==> src/rtl/sram_port_arbiter_if.sv <==
// Bus bundle between the CPU's inst/data channels, the arbiter and the unified SRAM.
// The slave modport is the arbiter's view; master is the CPU/memory side.
interface sram_port_arbiter_if;
  logic        inst_req;
  logic [3:0]  inst_wen;
  logic [31:0] inst_addr;
  logic [31:0] inst_wdata;
  logic        inst_addr_ok;
  logic        inst_data_ok;
  logic [31:0] inst_rdata;

  logic        data_req;
  logic [3:0]  data_wen;
  logic [31:0] data_addr;
  logic [31:0] data_wdata;
  logic        data_addr_ok;
  logic        data_data_ok;
  logic [31:0] data_rdata;

  logic        mem_en;
  logic [3:0]  mem_wen;
  logic [31:0] mem_addr;
  logic [31:0] mem_wdata;
  logic [31:0] mem_rdata;

  modport slave (
    input  inst_req, inst_wen, inst_addr, inst_wdata,
    output inst_addr_ok, inst_data_ok, inst_rdata,
    input  data_req, data_wen, data_addr, data_wdata,
    output data_addr_ok, data_data_ok, data_rdata,
    output mem_en, mem_wen, mem_addr, mem_wdata,
    input  mem_rdata
  );

  modport master (
    output inst_req, inst_wen, inst_addr, inst_wdata,
    input  inst_addr_ok, inst_data_ok, inst_rdata,
    output data_req, data_wen, data_addr, data_wdata,
    input  data_addr_ok, data_data_ok, data_rdata,
    input  mem_en, mem_wen, mem_addr, mem_wdata,
    output mem_rdata
  );
endinterface

==> src/rtl/sram_port_arbiter.sv <==
// Two-channel (inst/data) arbiter for one single-ported synchronous SRAM.
// Data wins ties unless inst has been denied MAX_WAIT consecutive cycles.
module sram_port_arbiter #(
  parameter int unsigned MAX_WAIT = 4
) (
  input  logic                  clk,
  input  logic                  rst,
  sram_port_arbiter_if.slave    bus
);

  localparam logic [1:0] OWN_NONE = 2'd0;
  localparam logic [1:0] OWN_INST = 2'd1;
  localparam logic [1:0] OWN_DATA = 2'd2;
  localparam logic [7:0] WAIT_LIMIT = 8'(MAX_WAIT);

  logic       grant_inst;
  logic       grant_data;
  logic [1:0] owner_reg;
  logic [1:0] owner_next;
  logic [7:0] starve_cnt_reg;
  logic [7:0] starve_cnt_next;

  // Grant is purely combinational so addr_ok tracks live requests even in reset.
  always_comb begin
    grant_inst = bus.inst_req && (!bus.data_req || (starve_cnt_reg == WAIT_LIMIT));
    grant_data = bus.data_req && !grant_inst;
  end

  always_comb begin
    bus.inst_addr_ok = grant_inst;
    bus.data_addr_ok = grant_data;
    bus.mem_en       = grant_inst || grant_data;
    bus.mem_wen      = 4'h0;
    bus.mem_addr     = 32'h0;
    bus.mem_wdata    = 32'h0;
    if (grant_data) begin
      bus.mem_wen   = bus.data_wen;
      bus.mem_addr  = bus.data_addr;
      bus.mem_wdata = bus.data_wdata;
    end else if (grant_inst) begin
      bus.mem_wen   = bus.inst_wen;
      bus.mem_addr  = bus.inst_addr;
      bus.mem_wdata = bus.inst_wdata;
    end
  end

  always_comb begin
    owner_next = OWN_NONE;
    if (grant_data) begin
      owner_next = OWN_DATA;
    end else if (grant_inst) begin
      owner_next = OWN_INST;
    end
  end

  // Counter saturates so a long data burst cannot wrap past the priority point.
  always_comb begin
    starve_cnt_next = 8'h0;
    if (bus.inst_req && !grant_inst) begin
      if (starve_cnt_reg == WAIT_LIMIT) begin
        starve_cnt_next = starve_cnt_reg;
      end else begin
        starve_cnt_next = starve_cnt_reg + 8'h1;
      end
    end
  end

  always_ff @(posedge clk or posedge rst) begin
    if (rst) begin
      owner_reg      <= OWN_NONE;
      starve_cnt_reg <= 8'h0;
    end else begin
      owner_reg      <= owner_next;
      starve_cnt_reg <= starve_cnt_next;
    end
  end

  always_comb begin
    bus.inst_data_ok = (owner_reg == OWN_INST);
    bus.data_data_ok = (owner_reg == OWN_DATA);
    bus.inst_rdata   = bus.inst_data_ok ? bus.mem_rdata : 32'h0;
    bus.data_rdata   = bus.data_data_ok ? bus.mem_rdata : 32'h0;
  end

endmodule

==> src/flat_wrapper.sv <==
// flat-port wrapper written by rule: the top's interface ports become plain ports
module sram_port_arbiter_flat 
#(
  parameter int unsigned MAX_WAIT = 4
)
  (clk, rst, bus_inst_req, bus_inst_wen, bus_inst_addr, bus_inst_wdata, bus_inst_addr_ok, bus_inst_data_ok, bus_inst_rdata, bus_data_req, bus_data_wen, bus_data_addr, bus_data_wdata, bus_data_addr_ok, bus_data_data_ok, bus_data_rdata, bus_mem_en, bus_mem_wen, bus_mem_addr, bus_mem_wdata, bus_mem_rdata);
  sram_port_arbiter_if bus_i ();
  input  logic clk;
  input  logic rst;
  input wire logic [$bits(bus_i.inst_req)-1:0] bus_inst_req;
  input wire logic [$bits(bus_i.inst_wen)-1:0] bus_inst_wen;
  input wire logic [$bits(bus_i.inst_addr)-1:0] bus_inst_addr;
  input wire logic [$bits(bus_i.inst_wdata)-1:0] bus_inst_wdata;
  output wire logic [$bits(bus_i.inst_addr_ok)-1:0] bus_inst_addr_ok;
  output wire logic [$bits(bus_i.inst_data_ok)-1:0] bus_inst_data_ok;
  output wire logic [$bits(bus_i.inst_rdata)-1:0] bus_inst_rdata;
  input wire logic [$bits(bus_i.data_req)-1:0] bus_data_req;
  input wire logic [$bits(bus_i.data_wen)-1:0] bus_data_wen;
  input wire logic [$bits(bus_i.data_addr)-1:0] bus_data_addr;
  input wire logic [$bits(bus_i.data_wdata)-1:0] bus_data_wdata;
  output wire logic [$bits(bus_i.data_addr_ok)-1:0] bus_data_addr_ok;
  output wire logic [$bits(bus_i.data_data_ok)-1:0] bus_data_data_ok;
  output wire logic [$bits(bus_i.data_rdata)-1:0] bus_data_rdata;
  output wire logic [$bits(bus_i.mem_en)-1:0] bus_mem_en;
  output wire logic [$bits(bus_i.mem_wen)-1:0] bus_mem_wen;
  output wire logic [$bits(bus_i.mem_addr)-1:0] bus_mem_addr;
  output wire logic [$bits(bus_i.mem_wdata)-1:0] bus_mem_wdata;
  input wire logic [$bits(bus_i.mem_rdata)-1:0] bus_mem_rdata;
  assign bus_i.inst_req = bus_inst_req;
  assign bus_i.inst_wen = bus_inst_wen;
  assign bus_i.inst_addr = bus_inst_addr;
  assign bus_i.inst_wdata = bus_inst_wdata;
  assign bus_inst_addr_ok = bus_i.inst_addr_ok;
  assign bus_inst_data_ok = bus_i.inst_data_ok;
  assign bus_inst_rdata = bus_i.inst_rdata;
  assign bus_i.data_req = bus_data_req;
  assign bus_i.data_wen = bus_data_wen;
  assign bus_i.data_addr = bus_data_addr;
  assign bus_i.data_wdata = bus_data_wdata;
  assign bus_data_addr_ok = bus_i.data_addr_ok;
  assign bus_data_data_ok = bus_i.data_data_ok;
  assign bus_data_rdata = bus_i.data_rdata;
  assign bus_mem_en = bus_i.mem_en;
  assign bus_mem_wen = bus_i.mem_wen;
  assign bus_mem_addr = bus_i.mem_addr;
  assign bus_mem_wdata = bus_i.mem_wdata;
  assign bus_i.mem_rdata = bus_mem_rdata;
  sram_port_arbiter #(.MAX_WAIT(MAX_WAIT)) u_core (.clk(clk), .rst(rst), .bus(bus_i));
endmodule
==> config.mk <==
export PLATFORM = sky130hd
export DESIGN_NAME = sram_port_arbiter_flat
export DESIGN_NICKNAME = d
export VERILOG_FILES = /design/src/rtl/sram_port_arbiter_if.sv /design/src/rtl/sram_port_arbiter.sv /design/src/flat_wrapper.sv
export SDC_FILE = /design/constraint.sdc
export NUM_CORES = 1
export LEC_CHECK = 0
export BUFFER_PORTS_ARGS = -buffer_cell sky130_fd_sc_hd__clkbuf_2
export CAP_MARGIN = 20
export CORE_AREA = 10 10 112 114
export DETAILED_ROUTE_END_ITERATION = 7
export DIE_AREA = 0 0 122 124
export PLACE_DENSITY_LB_ADDON = 0.2
export SYNTH_ARGS = -nofsm -noshare
export SYNTH_HDL_FRONTEND = slang
export SYNTH_SLANG_ARGS = --single-unit
==> constraint.sdc <==
create_clock -name clk -period 1.65 [get_ports clk]
set_input_delay 0 -clock clk [delete_from_list [all_inputs] [get_ports clk]]
set_output_delay 0 -clock clk [all_outputs]
set_load 0.01 [all_outputs]
==> results list, run 1 <==
* Die Y-Extent: 124 um
- Sorting the synthesized cells by how often they occur yields sky130_fd_sc_hd__a22o_1, sky130_fd_sc_hd__and2_1, sky130_fd_sc_hd__clkbuf_1, sky130_fd_sc_hd__dfrtp_1, sky130_fd_sc_hd__buf_2.
- Clock tree from TritonCTS: built
* Power share of the sequential group: 17.9%
- In the synthesized netlist the dominant register cell turns out to be sky130_fd_sc_hd__dfrtp_1.
- Via count: 2865
- After detailed routing, the number of vias per cell comes to 4.38.
* Sw power: 519 uW
- The final reports fail on setup timing.
* Summed negative setup slack over all endpoints: -20.91 ns
- Once detailed placement completed, the half-perimeter wirelength came to 10.7 mm.
* Initial antenna violation count: 0
- After synthesis, flip-flops and latches occupy 15.5% of the total area.
- In this run the standard cell core region covers 0.0102 sq mm.
- In this run, placement finished with an instance count of 642.
- The run finished, with violations left.
- Clock tree buffer depth: 2
- Compared with the post-synthesis result, the final layout area differs by 130%.
- The worst-case IR drop observed on VDD is 147 uV.
* Final antenna diode count: 0
- The tool flagged a number of max-cap violations equal to 0.
- Row generation in the floorplan step produced 37 rows.
- The clock network accounts for 17.5% of the total power.
- Net switching is 36.6% of the power.
* Starting Density: 15.8%
- Largest fanout on the critical path: 26
* Number of setup violations in the final report: 77
- In this run, synthesis inferred 0 flip-flops with an integrated enable.
- Overall routed net length: 12.7 mm
- Share of final-layout standard cells stronger than drive strength 1: 66.0%
- Total congestion overflow after global routing: 0
- The number of slew-limit violations in the final report came to 0.
* Portion of the clock cycle consumed by the worst path in the final layout: 120%
* First-pass GRT wire length: 16.3 mm
- The later pin in the worst-skew pair is clocked with a latency of 0.24 ns.
- CP required: 1.65 ns
- After synthesis, the largest area contributor takes up 36.9% of total cell area.
* H-tree levels: 1
- Chip width: 122 um
- The count of cells in the finished layout, fillers not included, comes to 654.
- Ranking of synthesized cells by area: sky130_fd_sc_hd__a22o_1, sky130_fd_sc_hd__and2_1, sky130_fd_sc_hd__dfrtp_1, sky130_fd_sc_hd__clkbuf_1, sky130_fd_sc_hd__buf_2
* Setup ws final: -0.324 ns
- Net count after synthesis: 377
- Proportion of register bits with asynchronous set or reset after synthesis: 100%
- Worst Path Class, Setup: reg2out
* Detailed-router iteration count before antenna repair: 4
* Synthesized area: 0.00161 sq mm
- Clock tree synthesis inserted a total of 3 buffers.
* Cell Int Power: 898 uW
- Number of global-route vias before repair: 2809
* Worst setup timing slack at the placement stage: -0.0999 ns
- Across every metal layer, demand over resource in global routing totals 13.6%.
- 309 I/O pins were placed.
* Post-detailed-route count of antenna-violating nets: 0
- The synthesized netlist contains 28 unique library cells.
- Port buffer count: 308
* Number of cells produced by synthesis: 203
- Transition time at the pin with the least slew margin: 0.397 ns
* Worst EP arrival: 1.97 ns
- Post-synthesis area per instance: 7.95 sq um
- Drc violations: 0
* Worst clock skew: 0.00917 ns
- CP endpoint kind: output port
- Count of state elements after synthesis: 10
* Path class of the lowest-slack min-delay path: in2reg
- Summed over all cells, the static leakage comes to 0.00224 uW.
* Final critical delay including setup and external delays: 1.97 ns
- Overall power consumption after layout is estimated at 1420 uW.
* DR iter-0 viols: 144
- Yosys printed 0 warnings.
- For this design the ratio of total power to cell area is 381 mW/mm^2.
- CTS saw 10 sinks.
- Static timing analysis puts the maximum clock frequency at 0.507 GHz.
- Comb power frac: 64.6%
* Root Buffer: sky130_fd_sc_hd__clkbuf_8
* Final Hold Violating Endpoints: 0
* Max-slew headroom at the worst pin: 73.5%
- GPL Wtd Cong: 0.873
- Library cell occupying the most area in the post-synthesis netlist: sky130_fd_sc_hd__a22o_1
- Floorplan die area: 0.0151 sq mm
- RSZ-0062 raised after global routing: yes
- Maximum number of pins on one net before global-route repair: 45
- The worst setup path is launched from a flip-flop.
- In the final routed layout, each cell accounts on average for 19.5 um.
- In the final design database the tool counted 694 nets.
* Most frequent cell after synthesis: sky130_fd_sc_hd__a22o_1
- Clock-pin slew was measured on the worst setup and hold paths at 0.05 ns.
- Number of flip-flops in the largest register: 8
## area by class of cell
type,count,area [sq um]
sequential,10,250
multi-input combinational,167,1290
clock buffer,3,41.3
tap,136,170
fill,1101,6510
inverter,5,18.8
timing repair buffer,333,1950
## per-stage QoR
stage	util, %	hold slack (ns)	cell area [sq um]
global route	36.4	0.116	3720
finish	36.4	0.117	3720
floorplan	-	-0.160	1620
detailed placement	33.2	-0.0113	3400
global placement	33.2	-0.0138	3400
CTS	34.7	0.0729	3550
## worst paths after layout
path                       cells past startpoint                            startpoint  slack [ns]                                   end
max in group asynchronous                      3                                   rst        1.08  u_core.starve_cnt_reg[5]$_DFFE_PP0P_
setup / recovery                               5  u_core.starve_cnt_reg[7]$_DFFE_PP0P_       -0.32                     bus_mem_wdata[30]
hold / removal                                 2                          bus_data_req        0.12         u_core.owner_reg[0]$_DFF_PP0_
min in group asynchronous                      3                                   rst        0.27  u_core.starve_cnt_reg[4]$_DFFE_PP0P_
setup reg to reg                               6  u_core.starve_cnt_reg[7]$_DFFE_PP0P_       -0.20  u_core.starve_cnt_reg[5]$_DFFE_PP0P_
hold reg to reg                                2  u_core.starve_cnt_reg[0]$_DFFE_PP0P_        0.55  u_core.starve_cnt_reg[0]$_DFFE_PP0P_
## critical path: stages, from the launching register on
cell                      delay (ns)
sky130_fd_sc_hd__dfrtp_1        0.37
sky130_fd_sc_hd__or4b_4         0.57
sky130_fd_sc_hd__o21a_4         0.26
sky130_fd_sc_hd__buf_12         0.17
sky130_fd_sc_hd__a22o_4         0.23
sky130_fd_sc_hd__buf_6          0.12
## power by group through the flow
stage / sequential [uW] / combinational (uW) / clock (uW)
2_1_floorplan: 257 / 366 / 0
3_3_place_gp: 256 / 838 / 0
3_5_place_dp: 257 / 842 / 0
4_1_cts: 253 / 877 / 257
5_1_grt: 253 / 993 / 276
6_report: 253 / 915 / 248
## routing by layer
layer  track usage (%)  part of all wire [%]
met1              14.5                    33
met2              24.8                    53
met3              6.24                    13
met4              1.64                  0.49
met5                 0                     0
## cells by family after synthesis
logic type,after synthesis,share of synthesized area (%)
buf+inv,26,8.22
compound gates,78,40.9
fa+ha+maj,2,1.55
xor+xnor,3,1.63
flops,10,15.5
simple gates,84,32.2
## repair_timing
action / CTS / global route
resized for setup: 4 / 44
endpoints found under the setup margin: 77 / 77
pin swaps: 3 / 3
setup buffers: 3 / 0
hold buffers: 1 / 0
cloned: 2 / 3
endpoints found under the hold margin: 10 / 0
## layout by cell type, fill, tap and decap left out, types with 4 or more instances in the layout
cell type                    n
sky130_fd_sc_hd__dfrtp_1    10
sky130_fd_sc_hd__clkbuf_8    4
sky130_fd_sc_hd__and2_1     64
sky130_fd_sc_hd__inv_1       5
sky130_fd_sc_hd__buf_12      4
sky130_fd_sc_hd__nor2_1      4
sky130_fd_sc_hd__buf_4      13
sky130_fd_sc_hd__a22o_1     67
sky130_fd_sc_hd__clkbuf_2  275
sky130_fd_sc_hd__buf_6       8
sky130_fd_sc_hd__buf_2      25
No activity file was read; power rests on OpenSTA's default activity.
==> inputs of run 2 (changes only) <==
Settings changed: REMOVE_ABC_BUFFERS set to 1.
==> run 2 against run 1 <==
  * Power is 7.6% higher
  * The run still ends with setup timing left
  * Design area is 4.9% higher
  * Via count is 4.1% higher
  * Register-to-register slack better by 0.15 ns
  * First-iteration DRC count is 17% lower
==> results list, run 2 (synthesis results as in run 1) <==
- Grouping stages by cell kind, the critical path spends the most delay in simple AND/OR/NAND/NOR gates.
- Summed negative setup slack over all endpoints: -24.57 ns
- Path class of the lowest-slack min-delay path: in2reg
- Clock-pin slew was measured on the worst setup and hold paths at 0.05 ns.
- At the pin with the least slew margin, the transition time is 0.381 ns.
- The wire-length estimate of the detail-placed layout is 12.4 mm.
- Setup repair after global routing could not meet its margin everywhere.
* Initial antenna violation count: 0
- On the critical path, the stage with the largest delay is an instance of sky130_fd_sc_hd__or4b_4.
* Number of max-cap violations: 0
- Number of setup violations in the final report: 77
- Of the total power, the clock network draws 17.1%.
- The share of total power dissipated in sequential elements is 16.6%.
* DR iter-0 viols: 120
- Outcome: finished, violations left
- Met2 Usage GRT: 30.9%
- H-tree levels: 1
* Highest ir drop seen on vdd: 185 uV
- Worst clock skew: 0.00135 ns
* IO Count: 309
- CP endpoint kind: output port
* Start point of the critical path: u_core.starve_cnt_reg[6]$_DFFE_PP0P_
* Final antenna diode count: 0
- Row generation in the floorplan step produced 37 rows.
- Largest fanout on the critical path: 16
* Setup crit start kind: flip-flop
- Setup ws final: -0.386 ns
- Overall routed net length: 14.8 mm
- Relative to the synthesized area, the layout overhead comes to 142%.
* Via count: 2983
* Die Y-Extent: 124 um
* Worst Reg2Reg Path Length in Cells: 5
* Detailed-router iteration count before antenna repair: 4
- Derived from the worst setup path, the maximum achievable clock frequency is 0.491 GHz.
- The number of global-route vias before repair is 3001.
- In this run the horizontal extent of the chip is 122 um.
- The checks that failed: setup timing.
- After layout, the design draws a total of 1520 uW.
- Post-detailed-route count of antenna-violating nets: 0
- First-pass GRT wire length: 19.0 mm
* Std-Cell Core Area: 0.0102 sq mm
- Clock tree from TritonCTS: built
* Met3 Resource Use GR: 9.46%
- Pleak: 0.00233 uW
- Worst setup slack for register-to-register paths: -0.05 ns
- Clock buffer count from CTS: 3
* Worst EP arrival: 2.04 ns
- Crit path largest cell delay: 0.58 ns
* Final Hold Violating Endpoints: 0
* Insertion delay of the later-clocked pin in the worst-skew pair: 0.24 ns
* Port buffer count: 308
- Counting both buffers and inverters, the worst setup path holds a total of 2.
* Power per cell area: 391 mW/mm^2
* Maximum number of pins on one net before global-route repair: 34
- Aggregate global-route resource usage: 16.4%
* Sw power: 575 uW
- The layer flagged by global routing as most heavily used is met2.
- Leaving out fill and tap cells, the most frequent cell in the layout is sky130_fd_sc_hd__clkbuf_2.
* Most used cells in the layout excluding fill and tap cells: sky130_fd_sc_hd__clkbuf_2, sky130_fd_sc_hd__a22o_1, sky130_fd_sc_hd__and2_1, sky130_fd_sc_hd__buf_6
- Subtracting the final worst setup slack from the clock period gives 2.04 ns.
* Post-DR vias/cell: 4.51
- In the routed design, unresolved DRC markers number 0.
- Floorplan die area: 0.0151 sq mm
* Total congestion overflow after global routing: 0
* CTS Sinks: 10
* Placed inst area: 0.00339 sq mm
- Worst r2r src: u_core.starve_cnt_reg[6]$_DFFE_PP0P_
* GPL Wtd Cong: 0.883
* Worst Path Class, Setup: reg2out
- Critical path, cell by cell: or4b_4 -> o21a_4 -> clkbuf_16 -> a22o_1 -> clkbuf_2
- At the worst endpoint, the required time is 1.65 ns.
* Share of final-layout standard cells stronger than drive strength 1: 66.7%
- The register with the most flip-flops in the layout has 8 of them.
- Starting Density: 15.8%
* Root Buffer: sky130_fd_sc_hd__clkbuf_8
- Critical R2R Capture: u_core.starve_cnt_reg[2]$_DFFE_PP0P_
* Comb power frac: 66.3%
- Count of pins over their slew limit: 0
* Clock tree buffer depth: 2
- Cell Int Power: 949 uW
- In the finished design, the share of the clock period the worst path needs comes to 123%.
- In this run the number of cells on the critical path is 5.
* Total number of nets in the final design: 701
* Design Area, Final: 0.00390 sq mm
* Switching Fraction: 37.7%
* Routed len/inst: 22.4 um
- The most critical setup path has its endpoint at bus_mem_wen[1].
- Global routing used 14.4% of the available met1 tracks.
* Max-slew headroom at the worst pin: 74.6%
-- run 2: cell count changes in the layout (fill, tap and decap cells not counted), sizes merged --
| cell | previous run | this run |
|---|---|---|
| clkbuf | 282 | 289 |
-- run 2: area by class of cell --
cell class	count	area, sq um
multi-input cells	167	1290
fillers	1067	6330
inverters	5	18.8
clock buffers	3	41.3
repair buffers	340	2130
well taps	136	170
flip-flops and latches	10	250
-- run 2: how the worst min path moves through the flow --
stage | start | end | slack (ns) | depth (start not counted)
finish | bus_inst_req | u_core.starve_cnt_reg[4]$_DFFE_PP0P_ | 0.09 | 2
global route | bus_inst_req | u_core.starve_cnt_reg[4]$_DFFE_PP0P_ | 0.09 | 2
CTS | bus_inst_req | u_core.starve_cnt_reg[4]$_DFFE_PP0P_ | 0.09 | 2
detailed placement | rst | u_core.starve_cnt_reg[0]$_DFFE_PP0P_ | -0.02 | 2
global placement | rst | u_core.starve_cnt_reg[4]$_DFFE_PP0P_ | -0.03 | 2
floorplan | rst | u_core.owner_reg[0]$_DFF_PP0_ | -0.16 | 1
-- run 2: through the flow --
| step | setup slack [ns] | hold slack, ns | instances | utilization (%) |
|---|---|---|---|---|
| floorplan | -1.08 | -0.160 | 182 | - |
| global placement | -0.138 | -0.0264 | 644 | 33.2 |
| detailed placement | -0.155 | -0.0182 | 644 | 33.2 |
| CTS | -0.378 | 0.0866 | 650 | 34.9 |
| global route | -0.423 | 0.0912 | 661 | 38.1 |
| finish | -0.386 | 0.0946 | 661 | 38.1 |
-- run 2: per-layer routing --
layer  wire (um)  vias up
met5           0        -
met1        4470     1343
li1            -     1398
met4         331        0
met2        7740      229
met3        2280       13
-- run 2: power groups by stage --
stage,clock [uW],sequential (uW),combinational [uW]
after global placement,0,256,867
after global routing,281,253,1080
after floorplan,0,257,344
after CTS,267,253,915
after detailed placement,0,257,868
final,261,253,1010
-- run 2: repair_timing --
item	in CTS	in global routing
cloned	1	9
endpoints found under the hold margin	10	0
buffers inserted	1	3
pin swaps	3	17
gates resized for setup	13	56
endpoints found under the setup margin	77	77
hold buffers	1	0
==> inputs of run 3 (changes only) <==
Settings changed: ABC_AREA set to 1.
==> run 3 against run 2 <==
  * The run still ends with setup timing left
  * Clock skew grew 0.0023 ns
  * Critical path depth grew 6
  * Count of clock-buffer cells in the layout grew 1
  * First-iteration DRC count grew 15%
  * Critical path type unchanged
  * Largest cell class unchanged
  * Largest power group unchanged
==> results list, run 3 <==
* Total congestion overflow after global routing: 0
- Chip width: 122 um
- Area overhead of the layout relative to synthesis: 130%
- After clock tree synthesis, the clock-pin slew on the worst setup and hold paths is 0.05 ns.
- Measured along the y axis, the die boundary spans 124 um.
* CTS Sinks: 10
- Summing over every cut layer, the via total after detailed routing is 3680.
- During I/O placement, the number of pins put on the boundary was 309.
* Clock Power Share: 18.9%
- After synthesis, the most frequently instantiated cells are sky130_fd_sc_hd__nand2_1, sky130_fd_sc_hd__nor2_1, sky130_fd_sc_hd__nand3_1, sky130_fd_sc_hd__inv_1, sky130_fd_sc_hd__clkbuf_1.
- Once detail routing completed, the nets flagged for antenna violations numbered 0.
* Max-slew headroom at the worst pin: 72.9%
- TritonCTS built the clock tree.
- Summing the sequential cell areas from Yosys gives 13.5% of the chip area.
- Pleak: 0.00280 uW
* Crit path largest cell delay: 0.38 ns
- The mapped netlist covers 0.00186 sq mm.
- IR analysis of the VDD net gives a maximum drop of 223 uV.
- Std-Cell Core Area: 0.0102 sq mm
* Number of max-cap violations: 0
- STA classifies the critical path endpoint as an output port.
- Post-synth top area share: 29.3%
- Drc violations: 0
- Floorplan die area: 0.0151 sq mm
- Number of non-filler instances in the completed layout: 840
* Clock tree buffer depth: 2
- Starting Density: 18.2%
- Setup crit start kind: flip-flop
* Post-synth cell types: 18
- Switching Fraction: 40.3%
* Share of final-layout standard cells stronger than drive strength 1: 54.8%
- For this run, the leading register cell type out of synthesis is sky130_fd_sc_hd__dfrtp_1.
* Highest Clock Rate: 0.565 GHz
- Cell internal power was estimated by the tool at 976 uW.
- The checks that failed: setup timing.
* Count of state elements after synthesis: 10
- Final Hold Violating Endpoints: 0
- Worst clock skew: 0.00367 ns
* Total number of nets in the final design: 878
* Number of global-route vias before repair: 3740
- First-pass GRT wire length: 20.0 mm
- Sum of internal, switching and leakage power: 1630 uW
- Global routing used 16.4% of the available tracks.
- Number of instances in the placed design: 814
- Entering global routing, the biggest net connects 39 pins.
- Overall routed net length: 15.0 mm
- The first TritonRoute pass finished after 4 iterations.
- After layout, the minimum clock period comes to 1.77 ns.
- Dividing the detail-routed wire length by the instance count gives 17.9 um.
- Once routing completed, OpenROAD measured the worst setup slack at -0.120 ns.
- Post-DR vias/cell: 4.38
- GPL Wtd Cong: 0.917
- Worst r2r src: u_core.starve_cnt_reg[1]$_DFFE_PP0P_
- In this run the power spent charging and discharging nets is 659 uW.
* Critical path, cell by cell: inv_2 -> ha_4 -> nand3_4 -> nor2_4 -> a21oi_4 -> buf_12 -> buf_12 -> buf_12 -> nand2_1 -> nand2_1 -> buf_2
- Number of setup violations in the final report: 68
- In the finished design, the share of the clock period the worst path needs comes to 107%.
- In this run the tool buffered the top-level ports with 308 buffer cells.
- Sum of net half-perimeters after detailed placement: 12.2 mm
- Setup slack on the worst reg-to-reg path comes out at 0.14 ns.
- In this run the critical register-to-register path is captured at u_core.starve_cnt_reg[7]$_DFFE_PP0P_.
* Path class of the lowest-slack min-delay path: in2async
- Most frequent cell after synthesis: sky130_fd_sc_hd__nand2_1
- Comb power frac: 65.6%
- The run finished, with violations left.
- For this design the ratio of total power to cell area is 383 mW/mm^2.
* Power share of the sequential group: 15.5%
- Setup repair after global routing could not meet its margin everywhere.
- Of all nets on the critical path, the largest fanout is 15.
* Worst Path Class, Setup: reg2out
- The register with the most flip-flops in the layout has 8 of them.
- Leaving out fill and tap cells, the most frequent cell in the layout is sky130_fd_sc_hd__clkbuf_2.
- The number of cells on the worst reg-to-reg path is 8.
- CP required: 1.65 ns
- Initial antenna violation count: 2
* Ranking of synthesized cells by area: sky130_fd_sc_hd__nand2_1, sky130_fd_sc_hd__nand3_1, sky130_fd_sc_hd__nor2_1, sky130_fd_sc_hd__dfrtp_1, sky130_fd_sc_hd__inv_1
* Worst EP arrival: 1.77 ns
- DR iter-0 viols: 138
- Clock tree synthesis inserted a total of 3 buffers.
- Of all flip-flops after synthesis, the portion carrying an async set or reset was 100%.
- In the layout the commonest cells are sky130_fd_sc_hd__clkbuf_2, sky130_fd_sc_hd__nand2_1, sky130_fd_sc_hd__nor2_1, sky130_fd_sc_hd__nand3_1, sky130_fd_sc_hd__inv_1.
- Counting flops with a built-in enable in the synthesized netlist gives 0.
- Number of cells produced by synthesis: 389
* Transition time at the pin with the least slew margin: 0.406 ns
* Insertion delay of the later-clocked pin in the worst-skew pair: 0.23 ns
- Row count: 37
- Post-synthesis area per instance: 4.78 sq um
- The root buffer cell chosen for the clock tree is sky130_fd_sc_hd__clkbuf_8.
- The cell that appears most often on the critical path is sky130_fd_sc_hd__buf_12.
- Warnings, synthesis: 0
* Count of pins over their slew limit: 0
- H-tree levels: 1
* Critical path's slowest cell: sky130_fd_sc_hd__dfrtp_1
- Library cell occupying the most area in the post-synthesis netlist: sky130_fd_sc_hd__nand2_1
## run 3: cell count changes in the layout (fill, tap and decap cells not counted), sizes merged, moves of 3 or more
| cell | previous run | this run |
|---|---|---|
| nand2 | 2 | 145 |
| nor2 | 4 | 80 |
| a22o | 68 | 0 |
| nand3 | 3 | 71 |
| and2 | 64 | 0 |
| inv | 5 | 43 |
| clkbuf | 289 | 263 |
| buf | 53 | 77 |
| or3 | 3 | 0 |
## run 3: logic make-up after synthesis
kind of cell,count (synthesis),synth area share [%]
adder cells (fa/ha/maj),2,1.35
flip-flops,10,13.5
AO/OA/AOI/OAI,4,2.02
buffers and inverters,72,16.4
AND/OR/NAND/NOR,297,64.9
XOR/XNOR,4,1.88
## run 3: worst max-delay path by stage
stage,end,startpoint,slack [ns],cells after the start
6_report,bus_mem_addr[20],u_core.starve_cnt_reg[1]$_DFFE_PP0P_,-0.12,11
5_1_grt,bus_mem_wdata[13],u_core.starve_cnt_reg[1]$_DFFE_PP0P_,-0.20,11
4_1_cts,bus_mem_wdata[5],u_core.starve_cnt_reg[1]$_DFFE_PP0P_,-0.15,11
3_5_place_dp,bus_mem_wdata[5],u_core.starve_cnt_reg[1]$_DFFE_PP0P_,0.04,8
3_3_place_gp,bus_mem_wdata[5],u_core.starve_cnt_reg[1]$_DFFE_PP0P_,0.08,8
2_1_floorplan,u_core.starve_cnt_reg[7]$_DFFE_PP0P_,u_core.starve_cnt_reg[0]$_DFFE_PP0P_,-0.96,7
## run 3: worst max-delay path, delay by kind of cell, from the launching register on
family	cells	cell delay [ns]
buffers and inverters	5	0.62
adders and majority gates	1	0.14
and+or+nand+nor	4	0.31
DFF	1	0.38
AOI/OAI and AO/OA	1	0.08
## run 3: layout make-up
class                   count  area [sq um]
repair buffers            337          2140
fillers                  1122          5960
well taps                 136           170
clock buffers               4          55.1
flip-flops and latches     10           250
repair inverters            1          7.51
multi-input cells         307          1480
inverters                  44           169
diodes                      1          2.50
## run 3: repair_timing
item / in CTS / in global routing
gates resized for setup: 28 / 105
cloned: 3 / 7
setup buffers: 6 / 4
hold buffers: 1 / 0
pin swaps: 4 / 5
endpoints found under the setup margin: 90 / 102
endpoints found under the hold margin: 10 / 0
## run 3: stage by stage
step	setup WS, ns	hold slack [ns]	instance area, sq um	setup TNS, ns	util (%)
final	-0.120	0.280	4270	-4.89	41.7
after global routing	-0.195	0.293	4270	-10.56	41.7
after CTS	-0.152	0.152	3870	-7.62	37.8
after detailed placement	0.0420	-0.0118	3560	0	34.8
after global placement	0.0829	-0.0234	3560	0	34.8
after floorplan	-0.962	-0.160	1720	-54.61	-
## run 3: routing by layer
layer	share of wire, %	routed length (um)	up-vias	global-route usage, %
li1	-	-	1808	-
met1	33	4940	1610	16.7
met2	53	7890	240	31.6
met3	13	1900	20	6.38
met4	1.9	284	2	2.38
met5	0.047	7	-	0
## run 3: power groups by stage
stage / clock, uW / sequential, uW / combinational (uW)
final: 310 / 253 / 1070
after global routing: 334 / 253 / 1170
after CTS: 318 / 253 / 963
after detailed placement: 0 / 257 / 884
after global placement: 0 / 257 / 879
after floorplan: 0 / 257 / 345
